$ cat src/rtl/fsm_unit_scheduler_pkg.sv
// Shared types and default widths for the round-robin unit scheduler.
// Holds the 2-bit state encoding and default parameter values.
package fsm_sched_pkg;

    typedef enum logic [1:0] {
        IDLE  = 2'd0,
        ISSUE = 2'd1,
        WAIT  = 2'd2,
        RESP  = 2'd3
    } sched_state_t;

    localparam int DEF_NUM_REQ = 4;
    localparam int DEF_DATA_W  = 32;
    localparam int DEF_ID_W    = 3;
    localparam int DEF_TIMEOUT = 255;

endpackage

$ cat src/rtl/fsm_unit_scheduler_if.sv
// Bundle of requester, unit and response signals around the scheduler.
// master: scheduler side; slave: requesters + unit + response consumer.
interface fsm_unit_scheduler_if #(
    parameter int NUM_REQ = 4,
    parameter int DATA_W  = 32,
    parameter int ID_W    = 3
);
    logic [NUM_REQ-1:0]        req;
    logic [NUM_REQ*DATA_W-1:0] req_data;
    logic [NUM_REQ-1:0]        gnt;
    logic                      unit_start;
    logic [DATA_W-1:0]         unit_in;
    logic                      unit_done;
    logic [DATA_W-1:0]         unit_out;
    logic                      resp_valid;
    logic                      resp_ready;
    logic [ID_W-1:0]           resp_id;
    logic [DATA_W-1:0]         resp_data;
    logic                      resp_err;

    modport master (
        input  req, req_data, unit_done, unit_out, resp_ready,
        output gnt, unit_start, unit_in,
        output resp_valid, resp_id, resp_data, resp_err
    );

    modport slave (
        output req, req_data, unit_done, unit_out, resp_ready,
        input  gnt, unit_start, unit_in,
        input  resp_valid, resp_id, resp_data, resp_err
    );
endinterface

$ cat src/rtl/fsm_unit_scheduler_rr_pick.sv
// Combinational round-robin picker: first set req bit at or above ptr, with wrap.
// Ports: req, ptr in; win (winner index) and any (req != 0) out.
module rr_pick #(
    parameter int NUM_REQ = 4,
    parameter int ID_W    = 3
) (
    input  logic [NUM_REQ-1:0] req,
    input  logic [ID_W-1:0]    ptr,
    output logic [ID_W-1:0]    win,
    output logic               any
);
    logic [2*NUM_REQ-1:0] dbl;
    logic [2*NUM_REQ-1:0] rot;
    logic [ID_W-1:0]      off;
    logic [ID_W:0]        sum;

    // Rotating a doubled copy puts requester (ptr+k) mod NUM_REQ at bit k.
    assign dbl = {req, req};
    assign rot = dbl >> ptr;
    assign any = |req;

    always_comb begin
        off = '0;
        for (int k = NUM_REQ - 1; k >= 0; k--) begin
            if (rot[k]) off = ID_W'(k);
        end
        sum = {1'b0, ptr} + {1'b0, off};
        if (sum >= (ID_W + 1)'(NUM_REQ)) begin
            sum = sum - (ID_W + 1)'(NUM_REQ);
        end
        win = sum[ID_W-1:0];
    end
endmodule

$ cat src/rtl/fsm_unit_scheduler.sv
// Round-robin scheduler sharing one start/done compute unit among NUM_REQ requesters.
// Ports: clk, reset (async, active-low), bus (master modport: req/gnt, unit, resp).
// Optional macro SCHED_TIMEOUT_EN aborts a job after TIMEOUT_CYCLES WAIT cycles.
module fsm_unit_scheduler
    import fsm_sched_pkg::*;
#(
    parameter int NUM_REQ        = DEF_NUM_REQ,
    parameter int DATA_W         = DEF_DATA_W,
    parameter int ID_W           = DEF_ID_W,
    parameter int TIMEOUT_CYCLES = DEF_TIMEOUT
) (
    input logic                 clk,
    input logic                 reset,
    fsm_unit_scheduler_if.master bus
);
    if (NUM_REQ < 2 || NUM_REQ > 8 || (2 ** ID_W) < NUM_REQ
        || TIMEOUT_CYCLES < 1) begin : g_bad_cfg
        $error("fsm_unit_scheduler: bad parameter set");
    end

    sched_state_t       state_q, state_d;
    logic [ID_W-1:0]    rr_ptr_q, rr_ptr_d;
    logic [ID_W-1:0]    cur_id_q, cur_id_d;
    logic [NUM_REQ-1:0] gnt_q, gnt_d;
    logic               unit_start_q, unit_start_d;
    logic [DATA_W-1:0]  unit_in_q, unit_in_d;
    logic               resp_valid_q, resp_valid_d;
    logic [ID_W-1:0]    resp_id_q, resp_id_d;
    logic [DATA_W-1:0]  resp_data_q, resp_data_d;
    logic               resp_err_q, resp_err_d;

    logic [ID_W-1:0]    win;
    logic               any;
    logic [DATA_W-1:0]  win_data;

`ifdef SCHED_TIMEOUT_EN
    localparam int CNT_W = $clog2(TIMEOUT_CYCLES + 1);
    logic [CNT_W-1:0] cnt_q, cnt_d;
    logic             timeout;
    // cnt_q counts completed WAIT cycles, so this cycle is the last allowed one.
    assign timeout = (cnt_q == CNT_W'(TIMEOUT_CYCLES - 1));
`endif

    rr_pick #(
        .NUM_REQ (NUM_REQ),
        .ID_W    (ID_W)
    ) u_pick (
        .req (bus.req),
        .ptr (rr_ptr_q),
        .win (win),
        .any (any)
    );

    always_comb begin
        win_data = '0;
        for (int i = 0; i < NUM_REQ; i++) begin
            if (win == ID_W'(i)) win_data = bus.req_data[i*DATA_W +: DATA_W];
        end
    end

    always_comb begin
        state_d      = state_q;
        rr_ptr_d     = rr_ptr_q;
        cur_id_d     = cur_id_q;
        gnt_d        = '0;
        unit_start_d = 1'b0;
        unit_in_d    = unit_in_q;
        resp_valid_d = resp_valid_q;
        resp_id_d    = resp_id_q;
        resp_data_d  = resp_data_q;
        resp_err_d   = resp_err_q;
`ifdef SCHED_TIMEOUT_EN
        cnt_d        = cnt_q;
`endif
        unique case (state_q)
            IDLE: begin
                if (any) begin
                    gnt_d     = NUM_REQ'(1) << win;
                    unit_in_d = win_data;
                    cur_id_d  = win;
                    state_d   = ISSUE;
                end
            end
            ISSUE: begin
                unit_start_d = 1'b1;
                state_d      = WAIT;
`ifdef SCHED_TIMEOUT_EN
                cnt_d        = '0;
`endif
            end
            WAIT: begin
                if (bus.unit_done) begin
                    resp_data_d  = bus.unit_out;
                    resp_id_d    = cur_id_q;
                    resp_valid_d = 1'b1;
                    resp_err_d   = 1'b0;
                    state_d      = RESP;
                end
`ifdef SCHED_TIMEOUT_EN
                else if (timeout) begin
                    resp_data_d  = '0;
                    resp_id_d    = cur_id_q;
                    resp_valid_d = 1'b1;
                    resp_err_d   = 1'b1;
                    state_d      = RESP;
                end else begin
                    cnt_d = cnt_q + CNT_W'(1);
                end
`endif
            end
            RESP: begin
                if (resp_valid_q && bus.resp_ready) begin
                    resp_valid_d = 1'b0;
                    state_d      = IDLE;
                    if (cur_id_q == ID_W'(NUM_REQ - 1)) rr_ptr_d = '0;
                    else rr_ptr_d = cur_id_q + ID_W'(1);
                end
            end
            default: state_d = IDLE;
        endcase
    end

    always_ff @(posedge clk or negedge reset) begin
        if (!reset) begin
            state_q      <= IDLE;
            rr_ptr_q     <= '0;
            cur_id_q     <= '0;
            gnt_q        <= '0;
            unit_start_q <= 1'b0;
            unit_in_q    <= '0;
            resp_valid_q <= 1'b0;
            resp_id_q    <= '0;
            resp_data_q  <= '0;
            resp_err_q   <= 1'b0;
`ifdef SCHED_TIMEOUT_EN
            cnt_q        <= '0;
`endif
        end else begin
            state_q      <= state_d;
            rr_ptr_q     <= rr_ptr_d;
            cur_id_q     <= cur_id_d;
            gnt_q        <= gnt_d;
            unit_start_q <= unit_start_d;
            unit_in_q    <= unit_in_d;
            resp_valid_q <= resp_valid_d;
            resp_id_q    <= resp_id_d;
            resp_data_q  <= resp_data_d;
            resp_err_q   <= resp_err_d;
`ifdef SCHED_TIMEOUT_EN
            cnt_q        <= cnt_d;
`endif
        end
    end

    assign bus.gnt        = gnt_q;
    assign bus.unit_start = unit_start_q;
    assign bus.unit_in    = unit_in_q;
    assign bus.resp_valid = resp_valid_q;
    assign bus.resp_id    = resp_id_q;
    assign bus.resp_data  = resp_data_q;
    assign bus.resp_err   = resp_err_q;
endmodule

$ cat src/flat_wrapper.sv
// flat-port wrapper written by rule: the top's interface ports become plain ports
module fsm_unit_scheduler_flat import fsm_sched_pkg::*;
#(
    parameter int NUM_REQ        = DEF_NUM_REQ,
    parameter int DATA_W         = DEF_DATA_W,
    parameter int ID_W           = DEF_ID_W,
    parameter int TIMEOUT_CYCLES = DEF_TIMEOUT
)
  (clk, reset, bus_req, bus_req_data, bus_unit_done, bus_unit_out, bus_resp_ready, bus_gnt, bus_unit_start, bus_unit_in, bus_resp_valid, bus_resp_id, bus_resp_data, bus_resp_err);
  fsm_unit_scheduler_if #(.NUM_REQ(NUM_REQ), .DATA_W(DATA_W), .ID_W(ID_W)) bus_i ();
  input logic clk;
  input logic reset;
  input wire logic [$bits(bus_i.req)-1:0] bus_req;
  input wire logic [$bits(bus_i.req_data)-1:0] bus_req_data;
  input wire logic [$bits(bus_i.unit_done)-1:0] bus_unit_done;
  input wire logic [$bits(bus_i.unit_out)-1:0] bus_unit_out;
  input wire logic [$bits(bus_i.resp_ready)-1:0] bus_resp_ready;
  output wire logic [$bits(bus_i.gnt)-1:0] bus_gnt;
  output wire logic [$bits(bus_i.unit_start)-1:0] bus_unit_start;
  output wire logic [$bits(bus_i.unit_in)-1:0] bus_unit_in;
  output wire logic [$bits(bus_i.resp_valid)-1:0] bus_resp_valid;
  output wire logic [$bits(bus_i.resp_id)-1:0] bus_resp_id;
  output wire logic [$bits(bus_i.resp_data)-1:0] bus_resp_data;
  output wire logic [$bits(bus_i.resp_err)-1:0] bus_resp_err;
  assign bus_i.req = bus_req;
  assign bus_i.req_data = bus_req_data;
  assign bus_i.unit_done = bus_unit_done;
  assign bus_i.unit_out = bus_unit_out;
  assign bus_i.resp_ready = bus_resp_ready;
  assign bus_gnt = bus_i.gnt;
  assign bus_unit_start = bus_i.unit_start;
  assign bus_unit_in = bus_i.unit_in;
  assign bus_resp_valid = bus_i.resp_valid;
  assign bus_resp_id = bus_i.resp_id;
  assign bus_resp_data = bus_i.resp_data;
  assign bus_resp_err = bus_i.resp_err;
  fsm_unit_scheduler #(.NUM_REQ(NUM_REQ), .DATA_W(DATA_W), .ID_W(ID_W), .TIMEOUT_CYCLES(TIMEOUT_CYCLES)) u_core (.clk(clk), .reset(reset), .bus(bus_i));
endmodule
$ cat config.mk
export PLATFORM = sky130hd
export DESIGN_NAME = fsm_unit_scheduler_flat
export DESIGN_NICKNAME = d
export VERILOG_FILES = /design/src/rtl/fsm_unit_scheduler_pkg.sv /design/src/rtl/fsm_unit_scheduler_if.sv /design/src/rtl/fsm_unit_scheduler_rr_pick.sv /design/src/rtl/fsm_unit_scheduler.sv /design/src/flat_wrapper.sv
export SDC_FILE = /design/constraint.sdc
export NUM_CORES = 1
export LEC_CHECK = 0
export ABC_AREA = 0
export BUFFER_PORTS_ARGS = -buffer_cell sky130_fd_sc_hd__buf_4
export CORE_MARGIN = 10
export CORE_UTILIZATION = 40
export CTS_CLUSTER_SIZE = 24
export DETAILED_ROUTE_END_ITERATION = 8
export GPL_TIMING_DRIVEN = 0
export PLACE_DENSITY = 0.75
export SKIP_LAST_GASP = 1
export SLEW_MARGIN = 20
export SYNTH_ARGS = -nofsm -noshare
export SYNTH_HDL_FRONTEND = slang
export SYNTH_SLANG_ARGS = --single-unit
$ cat constraint.sdc
create_clock -name clk -period 5.1 [get_ports clk]
set_input_delay 0.51 -clock clk [delete_from_list [all_inputs] [get_ports clk]]
set_output_delay 0.51 -clock clk [all_outputs]
set_load 0.01 [all_outputs]
; After elaboration in Yosys (flattened, before gate mapping)
; Index checks and enable logic that the tools add are counted.
[word_totals]
elab_cells = 55
output_inout_bits = 74
regBits = 81
[classes]
addsub = 3
shifts = 2
muxes = 20
reduce_logical = 10
magnitude_cmp = 1
n_eq_ne = 10
[ops]
columns = operator, n
row1 = $mux W32, 4
row2 = $mux W3, 5
row3 = $eq A3 B2 Y1 const B, 3
row4 = $mux W2, 4
row5 = $mux W4, 2
row6 = $pmux W2 S4, 1
row7 = $shr A8 B3 Y4, 1
row8 = $reduce_and A2 Y1, 3
row9 = $reduce_and A3 Y1, 2
row10 = $add A3 B3 Y4, 1
row11 = $eq A2 B2 Y1 const B, 2
row12 = $ge A4 B3 Y1 const B, 1
row13 = $ne A2 B1 Y1 const B, 2
row14 = $reduce_or A4 Y1, 1
row15 = $shl A1 B3 Y4 const A, 1
row16 = $add A3 B1 Y3 const B, 1
row17 = $eq A3 B1 Y1 const B, 1
row18 = $logic_not A3 Y1, 1
row19 = $mux W1, 3
row20 = $sub A3 B3 Y3 const B, 1
row21 = $eq A2 B1 Y1 const B, 1
row22 = $logic_not A2 Y1, 1
row23 = $ne A2 B2 Y1 const B, 1
row24 = $pmux W1 S2, 1
row25 = 2 further kinds, 2

; Logic depth before layout (Yosys ltp)
; Gate-level depths: netlist of run 1.
[logic_depth]
depth_word = 13
ltp_mapped = 12
mapped_depth_nobuf = 9

; By module
; From an unflattened synthesis of run 1, not the netlist that was laid out.
[hier_totals]
cells_unflattened = 370
area_unflattened_um2 = 4503.1
[modules_own_cells]
columns = module, area_each_um2, cells_each, seq_area_each_um2, n_inst
row1 = fsm_unit_scheduler, 4281.6, 347, 2026.9, 1
row2 = rr_pick, 221.5, 23, 0.0, 1

; Worst setup path after synthesis of run 1
; No wires, ideal clock.
[synth_path]
path_type = reg2reg
from = reg u_core.rr_ptr_q[0]
to = reg u_core.unit_in_q[10], in the netlist u_core.bus.unit_in[10]
setup_slack_ps = 2040
path_buffers = 3
stages_incl_launch_ff = 12
required_ps = 4979
arrival_time_ps = 2940
synth_period_minus_slack_ps = 3060
setup_time_ps = 121
cell_sequence = dfrtp_1 > clkbuf_1 > mux2_2 > o21ai_0 > o2bb2ai_1 > ha_1 > inv_1 > fa_1 > buf_2 > clkbuf_1 > mux4_2 > a22o_1
[synth_via]
elab_chain_len = 13
elab_cells_between_ends = 17
[synth_rtl]
columns = item, line_no
row1 = from (decl), fsm_unit_scheduler.sv:22  ; logic [ID_W-1:0] rr_ptr_q, rr_ptr_d;
row2 = from (signal assigned), fsm_unit_scheduler.sv:140  ; rr_ptr_q <= rr_ptr_d;
row3 = $shr A8 B3 Y4, fsm_unit_scheduler_rr_pick.sv:19  ; assign rot = dbl >> ptr;
row4 = $mux W2, fsm_unit_scheduler_rr_pick.sv:25  ; if (rot[k]) off = ID_W'(k);
row5 = $mux W3 (3 in a row), fsm_unit_scheduler_rr_pick.sv:25
row6 = $add A3 B3 Y4 (*), fsm_unit_scheduler_rr_pick.sv:27  ; sum = {1'b0, ptr} + {1'b0, off};
row7 = $ge A4 B3 Y1 or $sub A3 B3 Y3 (tied branches), "fsm_unit_scheduler_rr_pick.sv:28, fsm_unit_scheduler_rr_pick.sv:29"
row8 = $mux W3 (*), fsm_unit_scheduler_rr_pick.sv:28  ; if (sum >= (ID_W + 1)'(NUM_REQ)) begin
row9 = $logic_not A3 Y1, fsm_unit_scheduler.sv:57  ; if (win == ID_W'(i)) win_data = bus.req_data[i*DATA_W +: DATA_W];
row10 = $mux W32 (3 in a row), fsm_unit_scheduler.sv:57
row11 = $mux W32 (*), fsm_unit_scheduler.sv:57
row12 = to (signal assigned), fsm_unit_scheduler.sv:144  ; unit_in_q <= unit_in_d;
row13 = to (decl), fsm_unit_scheduler.sv:26  ; logic [DATA_W-1:0] unit_in_q, unit_in_d;
; Every way passes the cells marked *; elsewhere a longest branch is shown, timed or not.
; A chain may end at the register's enable or synchronous reset.

; Final worst setup path of run 1
[layout_path]
from = reg u_core.rr_ptr_q[0]
to = reg u_core.unit_in_q[18], in the netlist u_core.bus.unit_in[18]
; The elaborated chain is that of the path after synthesis.

==> summary.md, run 1 <==
| Metric | Value |
|---|---|
| Post-layout net count | between 600 and 700 |
| Number of maximum-capacitance violations | 0 |
| Count of distinct cell types in the synthesized netlist | 33 |
| Number of fill cells | 785 |
| Later-pin clock latency in the skew report | 0.36 ns |
| Antenna violations before repair | 0 |
| Final critical-path share of the clock period | 0.6899 |
| Antenna cell count | 0 |
| Worst r2r path cells | 11 |
| Capture point of the worst path | u_core.bus.unit_in[18] |
| Skew final | 0.008389 ns |
| Max Fanout on Critical Path | 10 |
| CTS tree | done |
| Number of buffers between clock root and the deepest sink | 2 |
| Total half-perimeter wirelength after legalization and detailed placement | 10880 um |
| Synthesis-to-finish area growth | 55.74% |
| Async S/R FF share, synth | 1.000 |
| Wire length of the first global-routing pass | 20170 um |
| Combinational group share of total power | 0.564 |
| Measured slew at the worst slew-check pin | a little under 1 ns |
| Die Span X | around 120 um |
| Reg-to-reg slack, setup | 1.58 ns |
| Port bufs | 240 |
| Most frequently used flop master after synthesis | dfrtp_1 |
| CP Class | reg -> reg |
| Launching instance or port of the critical path | u_core.rr_ptr_q[0] |
| Fraction of final layout cells sized beyond drive strength 1 | 0.6680 |
| Area inside the core boundary | 9774 um2 |
| Clock root cell | clkbuf_8 |
| Setup TNS | 0 ns |
| Switching Power | 0.001364 W |
| Peak VDD IR | between 0.3 and 0.4 mV |
| Number of remaining DRC errors | 0 |
| Post-synth design cell area | 4025 um2 |
| Number of hold-repair buffers added at the cts stage | 0 |
| Net count after synthesis | around 440 |
| Relative slew slack | 0.3419 |
| Number of global-route vias before repair | 3825 |
| Relative contribution of sequential cells to total power | 0.281 |
| Post-CTS Setup Inserts | 0 |
| Leakage component of the power | 3.055 nW |
| RSZ-0062 raised after global routing | false |
| Max incr delay on CP | 0.48 ns |
| Portion of netlist area occupied by mux cells | 0.2956 |
| Critical path buffer and inverter count | 4 |
| Worst r2r dst | u_core.bus.unit_in[18] |
| Clk network pwr share | 0.156 |
| Routed wire length per instance | about 20 um |
| HP Class | in -> async |
| Number of logic stages on the critical path including buffering | 11 |
| Count of standard-cell rows | 36 |
| Top achievable clock speed | 284.2 MHz |
| Dominant cell type by count on the critical path | clkbuf_1 |
| Inserted Clock Buffers | 9 |
| Routed via count divided by cell count | 5.043 |
| Number of nets with antenna violations after detailed routing | 0 |
| Power density over the cells | ~640 nW/um2 |
| Net switching share of the total power | 0.3396 |
| Drt total wl | between 10000 and 15000 um |
| Setup WS post-layout | 1.581 ns |
| Arr. time, crit path | 3.76 ns |
| Clock input transition at the sequential cells of the worst setup and hold paths | 0.08 ns |
| Worst setup timing slack at the placement stage | roughly 1.6 ns |
| Number of failing setup endpoints in the final timing report | 0 |
| Final weighted congestion of routability-driven global placement | 0.7960 |
| Count of boundary I/O pins | 242 |
| Gate count of the mapped netlist | 262 |
| Family of cells with the greatest summed delay on the critical path | buffers and inverters |
| Area used by sequential logic in the layout | 2027 um2 |
| Worst-path cell with the longest stage delay | fa_1 |
| Die outline height | roughly 120 um |
| Avg Inst Size Synth | ~15 um2 |
| Detailed Route Iter0 Violations | roughly 120 |
| Global-route usage over all layers | 0.1758 |
| Count of TritonRoute iterations in the first routing pass | 4 |
| Area of combinational cells with multiple inputs | 1839 um2 |
| Crit-path cells | clkbuf_1 -> mux2_2 -> o21ai_0 -> o2bb2ai_1 -> ha_1 -> inv_1 -> fa_1 -> buf_2 -> clkbuf_1 -> mux4_2 -> a22o_1 |
| Starting density of the core | 0.4118 |
| Internal power contribution | 0.002651 W |
| Die footprint | 14480 um2 |
| Via count of the routed design | 3283 |
| Outcome | finished clean |
| Element type at the critical path start | flop |
| Combinational family with the most area after synthesis | multiplexers |
| Area share of fa/ha/maj cells after synthesis | 0.02673 |
| Maximum number of pins on one net before global-route repair | between 80 and 90 |
| Post-synthesis share of cell area spent on and, or, nand and nor gates | 0.03015 |
| Startpoint of the lowest-slack register-to-register path | u_core.rr_ptr_q[0] |
| Gr ovfl total | 0 |
| Register bit total from synthesis | 81 |
| Final hold violations | 0 |
| EDFF count, synth | 0 |
| Pins Over Slew Limit | 0 |
| Total power after layout | 0.004015 W |
| Post-cts gate resize count | 0 |
| Count of synthesis-stage warnings from yosys | 0 |
| Worst Path Required | 5.34 ns |
| Compound-cell area share of the yosys netlist | 0.1035 |
| CP endpoint kind | flop |
| Register area share after synthesis | 0.5036 |
| Time the worst path needs with I/O delays and setup | 3.519 ns |
| Share of the synthesized netlist area taken by xor and xnor gates | 0 |
| Total clock sinks | between 80 and 90 |
| H-tree levels | 3 |
through the flow:
step | hold slack (ns) | utilization | std cells | area (um2)
6_report | 0.3203 | 0.6413 | 651 | 6269
5_1_grt | 0.3637 | 0.6413 | 651 | 6269
4_1_cts | 0.3535 | 0.6413 | 651 | 6269
3_5_place_dp | 0.4920 | 0.6132 | 635 | 5993
3_3_place_gp | 0.4891 | 0.6132 | 635 | 5993
2_1_floorplan | 0.2144 | - | 262 | 4025
layer usage:
metal  track usage  routed length (um)
met3       0.07492                1309
met2        0.3157                6703
met1        0.1795                4591
met4       0.06109                 235
met5             0                   0
placed cells by master, fill, tap and decap left out, drive strengths merged:
cell     count
buf        257
dfrtp       81
mux2        39
mux4        32
a22o        32
clkbuf      14
inv          8
ha           7
nand2        6
o21ai        4
bufinv       4
mux2i        3
nor2b        3
and3b        3
o31ai        3
and3         2
o2bb2ai      2
nand2b       2
a21oi        2
a211oi       1
nor3         1
o22ai        1
o41ai        1
o21ba        1
nor3b        1
nand3        1
nor4         1
a21boi       1
a221oi       1
o32a         1
fa           1
conb         1
clkinv       1
power by group through the flow:
stage	Combinational [W]	Sequential, W	Clock [W]
2_1_floorplan	0.00134	0.00125	0
3_3_place_gp	0.00227	0.00112	0
3_5_place_dp	0.00232	0.00114	0
4_1_cts	0.00232	0.00113	0.000637
5_1_grt	0.00246	0.00117	0.000667
6_report	0.00226	0.00113	0.000625
flip-flops by register name, indices dropped and copies added (netlist names):
register and cells:
u_core.bus.gnt 4, u_core.cur_id_q 3, u_core.bus.resp_data 32, u_core.rr_ptr_q 3
u_core.bus.unit_in 32, u_core.bus.resp_valid 1, u_core.bus.resp_id 3, u_core.bus.unit_start 1
u_core.state_q 2
area by class of cell:
cell class              instances  area share
inverters                       7    0.004192
flip-flops and latches         81      0.3234
clock inverters                 6     0.02196
well taps                     133     0.02655
clock buffers                  10     0.02196
multi-input cells             153      0.2934
plain buffers                  21     0.02116
repair buffers                240      0.2874
worst reg2reg max path: stages, from the launching register on:
cell       delay, ns
dfrtp_1         0.37
clkbuf_1        0.26
mux2_2          0.40
o21ai_0         0.20
o2bb2ai_1       0.16
ha_1            0.19
inv_1           0.05
fa_1            0.48
buf_2           0.25
clkbuf_1        0.45
mux4_2          0.39
a22o_1          0.21
synthesized netlist by cell type, types with 2 or more instances:
library cell / number / share of area
buf_4: 3 / 0.0056
buf_6: 4 / 0.011
mux4_2: 32 / 0.18
inv_1: 7 / 0.0065
mux2_2: 39 / 0.11
buf_2: 10 / 0.012
and3b_1: 3 / 0.0065
mux2i_1: 3 / 0.0075
o31ai_1: 3 / 0.0056
ha_1: 7 / 0.022
and3_1: 2 / 0.0031
a21oi_1: 2 / 0.0025
a22o_1: 32 / 0.070
o2bb2ai_1: 2 / 0.0044
nor2b_1: 3 / 0.0047
dfrtp_1: 81 / 0.50
nand2b_1: 2 / 0.0031
o21ai_0: 4 / 0.0050
nand2_1: 6 / 0.0056
clkbuf_1: 4 / 0.0037
cell families after synthesis:
kind of cell,Yosys count
AOI/OAI and AO/OA,50
muxes,74
DFF,81
buffers and inverters,28
and+or+nand+nor,20
adders and majority gates,8
other,1
worst min path at each step:
stage	startpoint	end	slack, ns	cells past startpoint
global route	bus_unit_out[25]	u_core.bus.resp_data[25]	0.36	2
detailed placement	u_core.bus.unit_in[23]	u_core.bus.unit_in[23]	0.49	1
floorplan	reset	u_core.bus.gnt[0]	0.21	0
CTS	reset	u_core.bus.resp_data[2]	0.35	1
finish	reset	u_core.bus.resp_data[2]	0.32	1
global placement	u_core.bus.resp_data[31]	u_core.bus.resp_data[31]	0.49	1
(Power assumes the default switching activity.)
==> run 2, diff against run 1 <==
- CORE_UTILIZATION: 40 -> 39
- PLACE_DENSITY: 0.75 -> 0.76
- clock period: 5.1 -> 2.9 ns (I/O delays scaled with it)
==> run 2 against run 1 <==
Utilization down 2.0 points. Flip-flop and latch count unchanged. Global-route usage down 0.36 points. Critical endpoint is now u_core.bus.unit_in[31]. Non-clock buffer count up 5. Clock power up 32%. Power up 75%. Register-to-register slack worse by 1.5 ns. Largest power group unchanged. Highest routed layer unchanged. Sequential share of layout area down 0.32 points. Count of clock-buffer cells in the layout unchanged. Critical path type unchanged. Sequential power up 76%.
==> summary.md, run 2 (synthesis gave the netlist of run 1 again) <==
| Metric | Value |
|---|---|
| Final standard cell utilization of the core | 0.6216 |
| Antenna violations before repair | 0 |
| Area inside the core boundary | 10180 um2 |
| Commonest cells after routing, fill and taps aside | buf_4 (246), dfrtp_1 (81), mux2_2 (38), mux4_2 (32), a22o_1 (32) |
| Skew final | 0.01074 ns |
| Outcome | finished clean |
| Worst Path Required | 3.13 ns |
| H-tree levels | 3 |
| Post-layout net count | 694 |
| Placed Instances | 638 |
| Fraction of final layout cells sized beyond drive strength 1 | 0.6845 |
| CP Class | reg -> reg |
| Starting density of the core | 0.3952 |
| Leakage component of the power | 3.076 nW |
| Number of buffers between clock root and the deepest sink | 2 |
| Final hold violations | 0 |
| Number of global-route vias before repair | 3921 |
| Final critical-path share of the clock period | 0.9633 |
| Element type at the critical path start | flop |
| CTS tree | done |
| CP endpoint kind | flop |
| Total clock sinks | 81 |
| Drt total wl | 13260 um |
| Worst r2r path cells | 11 |
| Number of nets with antenna violations after detailed routing | 0 |
| Number of remaining DRC errors | 0 |
| Count of TritonRoute iterations in the first routing pass | 4 |
| Most frequent standard cell in the layout excluding fill and tap cells | buf_4 |
| Die Span X | 121.6 um |
| Count of standard-cell rows | 37 |
| Peak VDD IR | 0.8319 mV |
| Synthesis-to-finish area growth | 57.29% |
| HP Class | in -> reg |
| Pins Over Slew Limit | 0 |
| Final weighted congestion of routability-driven global placement | about 0.81 |
| Routed via count divided by cell count | 5.055 |
| Die outline height | 121.6 um |
| Post-route design area | 6331 um2 |
| Cell Area, Placed | 6002 um2 |
| Total half-perimeter wirelength after legalization and detailed placement | 11180 um |
| Max Fanout on Critical Path | 10 |
| Total power after layout | 0.007045 W |
| Arr. time, crit path | 3.03 ns |
| Global-route usage over all layers | 0.1722 |
| Time the worst path needs with I/O delays and setup | approximately 2.8 ns |
| Clock root cell | clkbuf_8 |
| Clock input transition at the sequential cells of the worst setup and hold paths | 0.10 ns |
| Final standard cell count with taps included and fillers excluded | 659 |
| Via count of the routed design | 3331 |
| Later-pin clock latency in the skew report | roughly 0.35 ns |
| Number of failing setup endpoints in the final timing report | 0 |
| Detailed Route Iter0 Violations | 158 |
| Power density over the cells | 1113 nW/um2 |
| Wire length of the first global-routing pass | a little over 20000 um |
| Port bufs | 240 |
| Worst hold slack after final layout | 0.1681 ns |
| Die footprint | 14780 um2 |
| Maximum number of pins on one net before global-route repair | 82 |
| Top achievable clock speed | around 360 MHz |
| Routed wire length per instance | 20.12 um |
| Count of boundary I/O pins | 242 |
| Inserted Clock Buffers | 9 |
| Number of maximum-capacitance violations | 0 |
| Gr ovfl total | 0 |
| Antenna cell count | 0 |
| Cells on Worst Hold Path | 2 |
run 2: cell types whose count changed in the layout (fill, tap and decap cells not counted), sizes merged:
cell         change
clkbuf           -3
clkinv           +3
clkinvlp         +1
inv              -1
dlygate4sd3      +1
buf              +7
bufinv           -3
run 2: worst paths after layout:
check | endpoint | startpoint | slack [ns]
setup / recovery | u_core.bus.unit_in[31] | u_core.rr_ptr_q[0] | 0.11
hold / removal | u_core.bus.resp_data[18] | bus_unit_out[18] | 0.17
setup reg to reg | u_core.bus.unit_in[31] | u_core.rr_ptr_q[0] | 0.11
hold reg to reg | u_core.bus.unit_in[18] | u_core.bus.unit_in[18] | 0.51
max in group asynchronous | u_core.bus.unit_in[13] | reset | 1.93
min in group asynchronous | u_core.bus.resp_data[0] | reset | 0.38
run 2: metal layers:
metal	share of wire	vias up	global-route usage
met5	0	-	0
met4	0.018	0	0.05067
met3	0.10	13	0.07308
met2	0.54	159	0.3258
met1	0.34	1630	0.1653
li1	-	1529	-
run 2: report_power, final:
group	internal [W]	total, W	switching, W
Combinational	0.00248	0.00423	0.00175
Sequential	0.00168	0.00199	0.000313
Clock	0.000402	0.000824	0.000422
Total	0.00456	0.00705	0.00248
run 2: critical path, cell delays in order, from the launching register on:
cell and delay, ns:
dfrtp_1 0.40, buf_6 0.14, mux2_4 0.33, o21ai_2 0.14, o2bb2ai_2 0.12, ha_2 0.19
inv_1 0.05, fa_1 0.50, buf_6 0.15, clkbuf_8 0.17, mux4_2 0.28, a22o_1 0.22
run 2: what timing repair did:
action	in CTS	in global routing
gates resized for setup	9	12
buffers inserted	2	1
setup endpoints to repair	25	31
pin swaps	0	1
hold buffers	0	1
endpoints found under the hold margin	0	20
run 2: cell type report:
type | count | area, um2
clock buffer | 10 | 127.6
inverter | 7 | 26.28
sequential | 81 | 2027
multi-input combinational | 153 | 1871
tap | 136 | 170.2
timing repair buffer | 245 | 1862
buffer | 21 | 178.9
fill | 831 | 3854
clock inverter | 6 | 68.82
run 2: metrics by stage:
stage,setup TNS (ns),worst slack (ns)
2_1_floorplan,0,0.06723
3_3_place_gp,-5.691,-0.2474
3_5_place_dp,-5.670,-0.2530
4_1_cts,0,0.01329
5_1_grt,-0.06303,-0.01606
6_report,0,0.1064
